**src/rtl/cpu_defs_pkg.sv**
```systemverilog
// Shared CPU definitions: load-type encoding, writeback register layout
// and the sign/zero extension helpers used by the load path.
package cpu_defs_pkg;

  typedef enum logic [2:0] {
    LT_LW  = 3'd0,
    LT_LH  = 3'd1,
    LT_LHU = 3'd2,
    LT_LB  = 3'd3,
    LT_LBU = 3'd4
  } load_type_e;

  typedef struct packed {
    logic        valid;
    logic [31:0] pc;
    logic        reg_write;
    logic [4:0]  wa;
    logic [31:0] result;
    logic        mem_to_reg;
    logic [2:0]  load_type;
  } wb_reg_t;

  function automatic logic [31:0] ext8(input logic [7:0] b, input logic sgn);
    return {{24{sgn & b[7]}}, b};
  endfunction

  function automatic logic [31:0] ext16(input logic [15:0] h, input logic sgn);
    return {{16{sgn & h[15]}}, h};
  endfunction

endpackage

```
**src/rtl/wb_stage_load_extract.sv**
```systemverilog
// Combinational load lane selection and extension for the writeback stage.
// Unknown load types fall back to a full-word load.
module load_extract
  import cpu_defs_pkg::*;
(
  input  logic [31:0] rdata,
  input  logic [1:0]  off,
  input  logic [2:0]  load_type,
  output logic [31:0] data
);

  logic [7:0]  byte_sel;
  logic [15:0] half_sel;

  // Halfword lane depends only on off[1]; misalignment is trapped upstream.
  always_comb begin
    byte_sel = rdata[7:0];
    case (off)
      2'd0: byte_sel = rdata[7:0];
      2'd1: byte_sel = rdata[15:8];
      2'd2: byte_sel = rdata[23:16];
      2'd3: byte_sel = rdata[31:24];
      default: byte_sel = rdata[7:0];
    endcase
    half_sel = off[1] ? rdata[31:16] : rdata[15:0];

    data = rdata;
    case (load_type)
      LT_LH:   data = ext16(half_sel, 1'b1);
      LT_LHU:  data = ext16(half_sel, 1'b0);
      LT_LB:   data = ext8(byte_sel, 1'b1);
      LT_LBU:  data = ext8(byte_sel, 1'b0);
      default: data = rdata;
    endcase
  end

endmodule

```
**src/rtl/wb_stage.sv**
```systemverilog
// Writeback pipeline stage with stall/flush control and stall-safe load data.
// Optional trace/retire-counter outputs are enabled by WB_DEBUG_TRACE_EN.
module wb_stage
  import cpu_defs_pkg::*;
(
  input  logic        clk,
  input  logic        rst,
  input  logic        stallW,
  input  logic        flushW,
  input  logic        valid_m,
  input  logic [31:0] pc_m,
  input  logic        reg_write_m,
  input  logic [4:0]  wa_m,
  input  logic [31:0] result_m,
  input  logic        mem_to_reg_m,
  input  logic [2:0]  load_type_m,
  input  logic [31:0] data_sram_rdata,
  output logic        we3,
  output logic [4:0]  wa3,
  output logic [31:0] wd3,
  output logic [31:0] pc_w
`ifdef WB_DEBUG_TRACE_EN
  ,
  output logic [31:0] debug_wb_pc,
  output logic [3:0]  debug_wb_rf_wen,
  output logic [4:0]  debug_wb_rf_wnum,
  output logic [31:0] debug_wb_rf_wdata,
  output logic [31:0] debug_retired
`endif
);

  wb_reg_t     w_q;
  logic        held_q;
  logic [31:0] held_data_q;
  logic [31:0] load_data;

  load_extract u_load_extract (
    .rdata     (data_sram_rdata),
    .off       (w_q.result[1:0]),
    .load_type (w_q.load_type),
    .data      (load_data)
  );

  // SRAM data is only valid in the first W cycle, so a stalled load snapshots
  // its extracted value on the first stalled edge and replays it afterwards.
  always_ff @(posedge clk) begin
    if (rst) begin
      w_q         <= '0;
      held_q      <= 1'b0;
      held_data_q <= '0;
    end else if (stallW) begin
      if (!held_q && w_q.mem_to_reg) begin
        held_q      <= 1'b1;
        held_data_q <= load_data;
      end
    end else begin
      held_q <= 1'b0;
      if (flushW) begin
        w_q <= '0;
      end else begin
        w_q.valid      <= valid_m;
        w_q.pc         <= pc_m;
        w_q.reg_write  <= reg_write_m;
        w_q.wa         <= wa_m;
        w_q.result     <= result_m;
        w_q.mem_to_reg <= mem_to_reg_m;
        w_q.load_type  <= load_type_m;
      end
    end
  end

  always_comb begin
    we3  = w_q.valid & w_q.reg_write & (w_q.wa != 5'd0);
    wa3  = w_q.wa;
    pc_w = w_q.pc;
    wd3  = w_q.result;
    if (w_q.mem_to_reg) begin
      wd3 = held_q ? held_data_q : load_data;
    end
  end

`ifdef WB_DEBUG_TRACE_EN
  logic [31:0] retired_q;

  always_ff @(posedge clk) begin
    if (rst) begin
      retired_q <= '0;
    end else if (w_q.valid && !stallW) begin
      retired_q <= retired_q + 32'd1;
    end
  end

  assign debug_wb_pc       = pc_w;
  assign debug_wb_rf_wen   = {4{we3 & ~stallW}};
  assign debug_wb_rf_wnum  = wa3;
  assign debug_wb_rf_wdata = wd3;
  assign debug_retired     = retired_q;
`endif

endmodule

```
**config.mk**
```make
export PLATFORM = sky130hd
export DESIGN_NAME = wb_stage
export DESIGN_NICKNAME = d
export VERILOG_FILES = /design/src/rtl/cpu_defs_pkg.sv /design/src/rtl/wb_stage_load_extract.sv /design/src/rtl/wb_stage.sv
export SDC_FILE = /design/constraint.sdc
export NUM_CORES = 1
export LEC_CHECK = 0
export BUFFER_PORTS_ARGS = -buffer_cell sky130_fd_sc_hd__buf_2
export CAP_MARGIN = 0
export CORE_ASPECT_RATIO = 0.9
export CORE_UTILIZATION = 25
export CTS_CLUSTER_SIZE = 24
export DETAILED_ROUTE_END_ITERATION = 16
export PLACE_DENSITY = 0.52
export SETUP_SLACK_MARGIN = 0.1
export SLEW_MARGIN = 10
export SYNTH_ARGS = -nofsm -noshare
export SYNTH_HDL_FRONTEND = slang
export SYNTH_SLANG_ARGS = --single-unit
```
**constraint.sdc**
```tcl
create_clock -name clk -period 3.5 [get_ports clk]
set_clock_uncertainty 0.1 [all_clocks]
set_input_delay 0.7 -clock clk [delete_from_list [all_inputs] [get_ports clk]]
set_output_delay 0.7 -clock clk [all_outputs]
set_load 0.1 [all_outputs]
```
## Word level (Yosys, flattened, before mapping)

Cells that the tools add are included.

| cells by class | value |
|---|---|
| eq/ne operators | 7 |
| multiplexer cells | 6 |
| bitwise logic cells | 3 |
| reductions and logical operators | 6 |

Operators with widths:

| cell | number |
|---|---|
| $pmux W32 S4 | 1 |
| $mux W75 | 1 |
| $mux W32 | 2 |
| $pmux W8 S4 | 1 |
| $mux W16 | 1 |
| $eq A3 B2 Y1 const B | 2 |
| $reduce_bool A5 Y1 | 1 |
| $eq A2 B2 Y1 const B | 2 |
| $eq A3 B1 Y1 const B | 1 |
| $eq A3 B3 Y1 const B | 1 |
| $and A1 B1 Y1 | 2 |
| $eq A2 B1 Y1 const B | 1 |
| $logic_not A2 Y1 | 1 |
| $reduce_and A2 Y1 | 1 |
| $reduce_or A2 Y1 | 1 |
| $logic_and A1 B1 Y1 | 1 |
| $logic_not A1 Y1 | 1 |
| $not A1 Y1 | 1 |

| word-level totals | value |
|---|---|
| bits in registers | 108 |
| input port bits | 111 |
| word-level logic and storage cells | 31 |

## Logic depth before layout (Yosys ltp)

Gate-level depths: netlist of the first run.

| logic depth | value |
|---|---|
| depth after elaboration | 5 |
| mapped depth | 6 |
| depth with buffers taken out | 4 |

## Hierarchy

From an unflattened synthesis of the first run, not the netlist that was laid out.

| second synthesis, totals | value |
|---|---|
| cells, all modules | 577 |
| area, all modules | 5674.2 sq um |

By module, submodules not included:

| module | instances | cells an instance | area an instance (sq um) | sequential area each (sq um) |
|---|---|---|---|---|
| wb_stage | 1 | 458 | 4697.0 | 2162.1 |
| load_extract | 1 | 119 | 977.2 | 0.0 |

## Worst setup path before layout of the first run

Ideal clock, no wire load.

| path | value |
|---|---|
| path kind | flip-flop to output port |
| start | register w_q[1] (netlist name) |
| end | output port wd3[0] |
| arrival time | 3493 ps |
| required time | 2700 ps |
| path slack | -793 ps |
| cell stages (with the launch flop) | 7 |
| cells stage by stage | dfxtp_1 -> buf_2 -> inv_1 -> clkbuf_1 -> maj3_1 -> o221ai_1 -> o31ai_1 |

| between the ends | value |
|---|---|
| cells in the longest elaborated chain, start to end | 4 |
| elaborated cells between the ends (all ways) | 7 |

RTL lines:

| what | line | RTL |
|---|---|---|
| $eq A3 B3 Y1, or another cell as far along | wb_stage_load_extract.sv:28 | `case (load_type)` |
| $pmux W32 S4 (*) | wb_stage_load_extract.sv:28 |  |
| $mux W32 (*) | wb_stage.sv:78 | `wd3 = held_q ? held_data_q : load_data;` |
| $mux W32 (*) | wb_stage.sv:77 | `if (w_q.mem_to_reg) begin` |
| to (decl) | wb_stage.sv:20 | `output logic [31:0] wd3,` |

Mark *: on every way between the ends. The rest lies on a longest branch, timed or not.

## Worst setup path in the final report of the first run

| path | value |
|---|---|
| start | input port data_sram_rdata[23] |
| end | output port wd3[13] |

| between the ends | value |
|---|---|
| cells in the longest elaborated chain, start to end | 4 |

RTL lines:

| what | line | RTL |
|---|---|---|
| from (decl) | wb_stage.sv:17 | `input logic [31:0] data_sram_rdata,` |
| $pmux W8 S4 | wb_stage_load_extract.sv:18 | `case (off)` |
| $pmux W32 S4 | wb_stage_load_extract.sv:28 |  |
| $mux W32 | wb_stage.sv:78 |  |
| $mux W32 | wb_stage.sv:77 |  |

Every way passes these cells.

==> results of run 1 <==
==> flip-flops by register name, indices dropped and copies added, names as in the netlist <==
name	flops
w_q	38
held_data_q	32
pc_w	32
wa3	5
held_q	1
==> worst min path at each step <==
stage,start,to,slack (ns)
3_5_place_dp,pc_w[12],pc_w[12],0.36
6_report,pc_w[22],pc_w[22],0.38
2_1_floorplan,w_q[35],w_q[35],0.34
5_1_grt,pc_w[10],pc_w[10],0.39
4_1_cts,pc_w[23],pc_w[23],0.38
3_3_place_gp,pc_w[11],pc_w[11],0.36
==> synthesized netlist by cell type (2+ instances only) <==
cell      number
a211oi_1      24
a21oi_1       50
a22o_1        74
buf_1          5
buf_2          5
buf_4         38
buf_6          2
clkbuf_1      40
dfxtp_1      108
maj3_1        16
mux4_2         8
nand2_1       41
nand2b_1      17
nand3b_1       2
nor2_1        36
nor2b_1        3
nor3b_1        8
o21ai_0       25
o221ai_1      16
o22ai_1       23
o31ai_1        8
==> per-layer routing <==
| metal | up-vias | GRT usage [%] | wire, um |
|---|---|---|---|
| li1 | 2332 | - | - |
| met1 | 2228 | 22.2 | 8110 |
| met2 | 212 | 23.8 | 7520 |
| met3 | 29 | 6.31 | 1680 |
| met4 | 14 | 6.74 | 319 |
| met5 | - | 0 | 85 |
==> where the power goes <==
group          switching [uW]  internal [uW]
sequential               27.2           1270
clock                     523            574
combinational             563            215
total                    1110           2060
==> kinds of logic (layout without fill, tap and decap cells) <==
kind of cell | after synthesis | count (layout) | share of synthesized area, %
AOI/OAI and AO/OA | 223 | 223 | 30.3
and+or+nand+nor | 116 | 116 | 11.4
DFF | 108 | 108 | 41.6
buffers and inverters | 93 | 223 | 9.89
adders and majority gates | 16 | 16 | 3.08
muxes | 9 | 9 | 3.66
xor gates and xnor gates | 1 | 1 | 0.169
other | 0 | 5 | 0
==> final cells by class <==
cell class                 instances  area [um^2]  share of cell area [%]
antenna                            5         12.5                   0.187
clock buffer                       9          225                    3.36
clock inverter                     7         91.3                    1.36
inverter                           2         7.51                   0.112
multi-input combinational        365         2680                    39.9
sequential                       108         2160                    32.3
tap                              255          319                    4.76
timing repair buffer             205         1210                    18.1
==> worst max-delay path, delay by kind of cell <==
kind	cells	cell delay (ns)
buffers and inverters	2	0.46
muxes	1	0.46
AOI/OAI and AO/OA	1	0.10
and+or+nand+nor	2	0.81
==> timing repair <==
item / CTS / global route
resized for setup: 0 / 2
setup endpoints to repair: 0 / 16
hold endpoints to repair: 0 / 0
==> metrics by stage <==
| stage | hold slack [ns] | utilization (%) |
|---|---|---|
| after floorplan | 0.344 | - |
| after global placement | 0.358 | 31.5 |
| after detailed placement | 0.359 | 31.5 |
| after CTS | 0.382 | 33.1 |
| after global routing | 0.395 | 33.2 |
| final | 0.380 | 33.2 |
==> load_flow_metrics.sql, run 1 <==
INSERT INTO impl_metrics (metric_group, metric, value, unit) VALUES
('floorplan', 'die_w', '154', 'um'),
('route', 'antenna_left', '0', ''),
('clock_network', 'clk_path_buf_depth', '2', ''),
('worst_setup_path', 'r2r_cells', '4', ''),
('worst_setup_path', 'r2r_slack', '1.06', 'ns'),
('placed_design', 'post-dp-hpwl', '12800', 'um'),
('worst_setup_path', 'crit_path_top_delay_cell', 'nor2_1', ''),
('yosys', 'synth.net_count', '677', ''),
('worst_setup_path', 'timing.rr.start', 'w_q[3]', ''),
('grt', 'grt_antenna_before_repair', '10', ''),
('yosys', 'ys_ff_latch', '108', ''),
('sta', 'slew_viol_final', '0', ''),
('yosys', 'sequential_share_of_the_synthesized_area', '41.6', '%'),
('grt', 'vias_in_the_first_global_route', '4723', ''),
('yosys', 'post-synth-top-area-fraction', '41.6', '%'),
('yosys', 'synth_top_cells_by_area', 'dfxtp_1 42%, a22o_1 12%, buf_4 5.5%', ''),
('route', 'drtPass1Iterations', '4', ''),
('sta', 'finalCriticalPeriod', '3.34', 'ns'),
('placed_design', 'pre_cts_slack', '0.160', 'ns'),
('yosys', 'netlist_area', '5200', 'um^2'),
('grt', 'total_global_route_track_usage', '16.6', '%'),
('placed_design', 'numPortBuffers', '180', ''),
('worst_setup_path', 'crit_top_cell', 'buf_2', ''),
('layout', 'fin_area', '6700', 'um^2'),
('clock_network', 'holdBufCountCts', '0', ''),
('yosys', 'postSynth.topFlopCell', 'dfxtp_1', ''),
('grt', 'grt_start_max_net_pins', '50', ''),
('layout', 'area.growth.synth_to_final', '29.0', '%'),
('grt', 'grt_pass1_wl', '27300', 'um'),
('floorplan', 'number_of_placed_i_o_pins', '181', ''),
('yosys', 'netlist_instances', '566', ''),
('layout', 'share_of_cells_above_drive_strength_1', '36.4', '%'),
('worst_setup_path', 'critical_path_arrival', '2.54', 'ns'),
('worst_setup_path', 'critical_path.endpoint_type', 'output pin', ''),
('floorplan', 'placeableCoreArea', '20200', 'um^2'),
('floorplan', 'rows', '49', ''),
('flow_run', 'maxCapViolations', '0', ''),
('yosys', 'yosys_warnings', '0', ''),
('power_and_ir_drop', 'power_density', '474', 'nW/um^2'),
('route', 'remaining_drc_errors', '0', ''),
('clock_network', 'cts_inserted_buffers', '9', ''),
('worst_setup_path', 'crit_path_max_fanout', '8', ''),
('power_and_ir_drop', 'finalPower', '3170', 'uW'),
('grt', 'grt_overflow_total', '0', ''),
('sta', 'unrepaired_setup_endpoints_after_global_routing', 'false', ''),
('clock_network', 'cts_root_buf', 'clkbuf_16', ''),
('worst_setup_path', 'critical_path.endpoint', 'wd3[13]', ''),
('sta', 'tightest_slew', '0.826', 'ns'),
('layout', 'layout_common_cells', '171 x buf_2, 108 x dfxtp_1, 74 x a22o_1', ''),
('worst_setup_path', 'timing_worst_setup_path_type', 'in -> out', ''),
('clock_network', 'cts_tree', 'built', ''),
('floorplan', 'floorplan.initialDensity', '25.8', '%'),
('worst_setup_path', 'max_stage_delay_on_crit_path', '0.64', 'ns'),
('outcome', 'run_status', 'finished, final reports clean', ''),
('sta', 'relSlewSlack', '44.8', '%'),
('power_and_ir_drop', 'irDropWorstVdd', '0.000222', 'V'),
('layout', 'post_layout_nonfiller_instances', '956', ''),
('layout', 'final_net_count', '802', ''),
('sta', 'timing.setup.tns', '0', 'ns'),
('power_and_ir_drop', 'power_leakage', '0.00271', 'uW'),
('worst_setup_path', 'cp.required', '2.70', 'ns'),
('sta', 'layout_setup_ws', '0.161', 'ns'),
('yosys', 'yosys.area.top_type', 'dfxtp_1', ''),
('clock_network', 'htreeDepth', '3', ''),
('sta', 'finalCritPeriodShare', '95.4', '%'),
('worst_setup_path', 'worst_setup_path_start_kind', 'input port', ''),
('route', 'vias_per_cell', '5.04', ''),
('yosys', 'async_reset_ff_share', '0', '%'),
('yosys', 'synth-edff-count', '0', ''),
('clock_network', 'clock_slew_seen_by_the_registers_of_the_worst_setup_and_hold_paths', '0.08', 'ns'),
('hold_path', 'holdPathStages', '1', '');
Note: power is estimated with default switching activity, not from simulation.
==> run 2, diff against run 1 <==
--- a/config.mk
+++ b/config.mk
@@ -12,6 +12,7 @@
 export CTS_CLUSTER_SIZE = 24
 export DETAILED_ROUTE_END_ITERATION = 16
 export PLACE_DENSITY = 0.52
+export REMOVE_ABC_BUFFERS = 1
 export SETUP_SLACK_MARGIN = 0.1
 export SLEW_MARGIN = 10
 export SYNTH_ARGS = -nofsm -noshare
==> load_flow_metrics.sql, run 2 (synthesis results as in run 1) <==
INSERT INTO impl_metrics (metric_group, metric, value, unit) VALUES
('flow_run', 'maxCapViolations', '0', ''),
('layout', 'share_of_cells_above_drive_strength_1', '34.4', '%'),
('worst_setup_path', 'crit_path_max_fanout', '16', ''),
('power_and_ir_drop', 'finalPower', '3090', 'uW'),
('placed_design', 'numPortBuffers', '180', ''),
('grt', 'grt_pass1_wl', '27400', 'um'),
('route', 'antenna_left', '0', ''),
('clock_network', 'clk_latency', '0.35', 'ns'),
('route', 'drtPass1Iterations', '5', ''),
('worst_setup_path', 'timing_worst_setup_path_type', 'reg -> out', ''),
('clock_network', 'htreeDepth', '3', ''),
('placed_design', 'routabilityCongestion', '0.834', ''),
('sta', 'slew_viol_final', '0', ''),
('power_and_ir_drop', 'power_leakage', '0.00271', 'uW'),
('placed_design', 'pre_cts_slack', '0.349', 'ns'),
('layout', 'layout_common_cells', '163 x buf_2, 107 x dfxtp_1, 74 x a22o_1', ''),
('grt', 'total_global_route_track_usage', '16.7', '%'),
('route', 'vias_per_cell', '5.06', ''),
('power_and_ir_drop', 'power_density', '462', 'nW/um^2'),
('clock_network', 'numClockSinks', '108', ''),
('worst_setup_path', 'cp.buffers_inverters', '3', ''),
('layout', 'max_flop_register', 'w_q', ''),
('floorplan', 'floorplan.initialDensity', '25.8', '%'),
('power_and_ir_drop', 'irDropWorstVdd', '0.000226', 'V'),
('grt', 'grt_antenna_before_repair', '2', ''),
('clock_network', 'clk_path_buf_depth', '2', ''),
('hold_path', 'holdPathStages', '1', ''),
('worst_setup_path', 'critical_path.endpoint_type', 'output pin', ''),
('layout', 'largest_register_ffs', '38', ''),
('grt', 'grt_start_max_net_pins', '76', ''),
('floorplan', 'dieHeight', '139', 'um'),
('floorplan', 'die_w', '154', 'um'),
('sta', 'finalCriticalPeriod', '3.25', 'ns'),
('layout', 'final_net_count', '803', ''),
('worst_setup_path', 'critical_path_arrival', '2.45', 'ns'),
('clock_network', 'cts_inserted_buffers', '9', ''),
('worst_setup_path', 'timing.rr.start', 'w_q[5]', ''),
('route', 'remaining_drc_errors', '0', ''),
('worst_setup_path', 'max_stage_delay_on_crit_path', '0.61', 'ns'),
('layout', 'layout_commonest_cell', 'buf_2', ''),
('clock_network', 'holdBufCountCts', '0', ''),
('sta', 'finalCritPeriodShare', '92.8', '%'),
('sta', 'unrepaired_setup_endpoints_after_global_routing', 'false', ''),
('route', 'detail_route.wirelength.met1', '8380', 'um'),
('route', 'detail_route.iter0.violations', '299', ''),
('worst_setup_path', 'crit_path_top_delay_cell', 'dfxtp_1', ''),
('layout', 'area.growth.synth_to_final', '28.5', '%'),
('grt', 'grt_overflow_total', '0', ''),
('sta', 'timing_hold_violations_final', '0', ''),
('clock_network', 'cts_root_buf', 'clkbuf_16', ''),
('sta', 'setup_viol', '0', ''),
('placed_design', 'post-dp-hpwl', '12600', 'um'),
('sta', 'max_clock_freq', '0.308', 'GHz'),
('worst_setup_path', 'r2r_cells', '4', ''),
('worst_setup_path', 'cp.required', '2.70', 'ns'),
('floorplan', 'die_area', '21400', 'um^2'),
('worst_setup_path', 'cp_cell_sequence', 'inv_2 > nor4_2 > nor3_4 > buf_4 > a21oi_1 > buf_2', ''),
('worst_setup_path', 'crit_family', 'buffers and inverters', ''),
('sta', 'layout_setup_ws', '0.253', 'ns'),
('hold_path', 'worst_hold_endpoint', 'pc_w[25]', ''),
('route', 'top_layer', 'met5', ''),
('sta', 'relSlewSlack', '46.0', '%'),
('clock_network', 'cts_tree', 'built', ''),
('grt', 'vias_in_the_first_global_route', '4634', ''),
('route', 'dr_wl_met2', '7840', 'um'),
('route', 'detail_route.wirelength', '17700', 'um'),
('route', 'met3RoutedLength', '1130', 'um'),
('hold_path', 'timing.hold.worst.class', 'reg -> reg', ''),
('worst_setup_path', 'reg2reg_to', 'held_data_q[14]', ''),
('worst_setup_path', 'worst_setup_path_start_kind', 'flop', ''),
('floorplan', 'rows', '49', ''),
('hold_path', 'origin_of_the_worst_min_delay_path', 'pc_w[25]', ''),
('sta', 'tightest_slew', '0.810', 'ns'),
('clock_network', 'clock_slew_seen_by_the_registers_of_the_worst_setup_and_hold_paths', '0.07', 'ns'),
('worst_setup_path', 'r2r_slack', '1.34', 'ns'),
('outcome', 'run_status', 'finished, final reports clean', ''),
('route', 'post_drt_wl_per_cell', '18.5', 'um'),
('floorplan', 'number_of_placed_i_o_pins', '181', ''),
('floorplan', 'placeableCoreArea', '20200', 'um^2'),
('route', 'vias', '4832', '');
## run 2: worst register-to-register path, stage by stage (launching register included)
cell      delay, ns
dfxtp_1        0.43
mux4_2         0.57
nor2b_4        0.18
nor2b_1        0.57
a211oi_1       0.17
## run 2: power by group
part	leakage (uW)	internal [uW]	switching [uW]
sequential	0.000880	1270	28.9
combinational	0.00169	228	556
clock	0.000141	511	494
total	0.00271	2010	1080
## run 2: how the worst max path moves through the flow
stage / start / endpoint / cells after the start
finish: w_q[0] / wd3[28] / 6
global route: w_q[5] / wd3[22] / 7
CTS: w_q[1] / wd3[10] / 5
detailed placement: data_sram_rdata[31] / wd3[28] / 7
global placement: data_sram_rdata[31] / wd3[29] / 7
floorplan: stallW / pc_w[0] / 2
## run 2: stage by stage
step / setup TNS [ns] / util (%) / std cells / hold slack [ns] / instance area (um^2)
5_1_grt: 0 / 33.1 / 952 / 0.396 / 6680
2_1_floorplan: -141.81 / - / 475 / 0.344 / 4690
3_5_place_dp: 0 / 31.6 / 934 / 0.358 / 6370
6_report: 0 / 33.1 / 954 / 0.374 / 6680
4_1_cts: 0 / 33.0 / 950 / 0.379 / 6660
3_3_place_gp: 0 / 31.6 / 934 / 0.356 / 6370
## run 2: repair_timing
item                                    CTS  global route
endpoints found under the setup margin    0             9
setup buffers                             0             2
gates resized for setup                   0             3
## run 2: layout make-up
type | instances | area (um^2)
antenna | 2 | 5.00
clock buffer | 10 | 239
clock inverter | 6 | 46.3
fill | 2133 | 13500
inverter | 2 | 11.3
multi-input combinational | 365 | 2530
sequential | 108 | 2160
tap | 255 | 319
timing repair buffer | 206 | 1360
## run 2: per-layer routing
metal,up-vias,track usage (%)
met3,18,4.19
met4,2,4.26
met5,-,0
met2,173,25.4
li1,2333,-
met1,2306,23.4
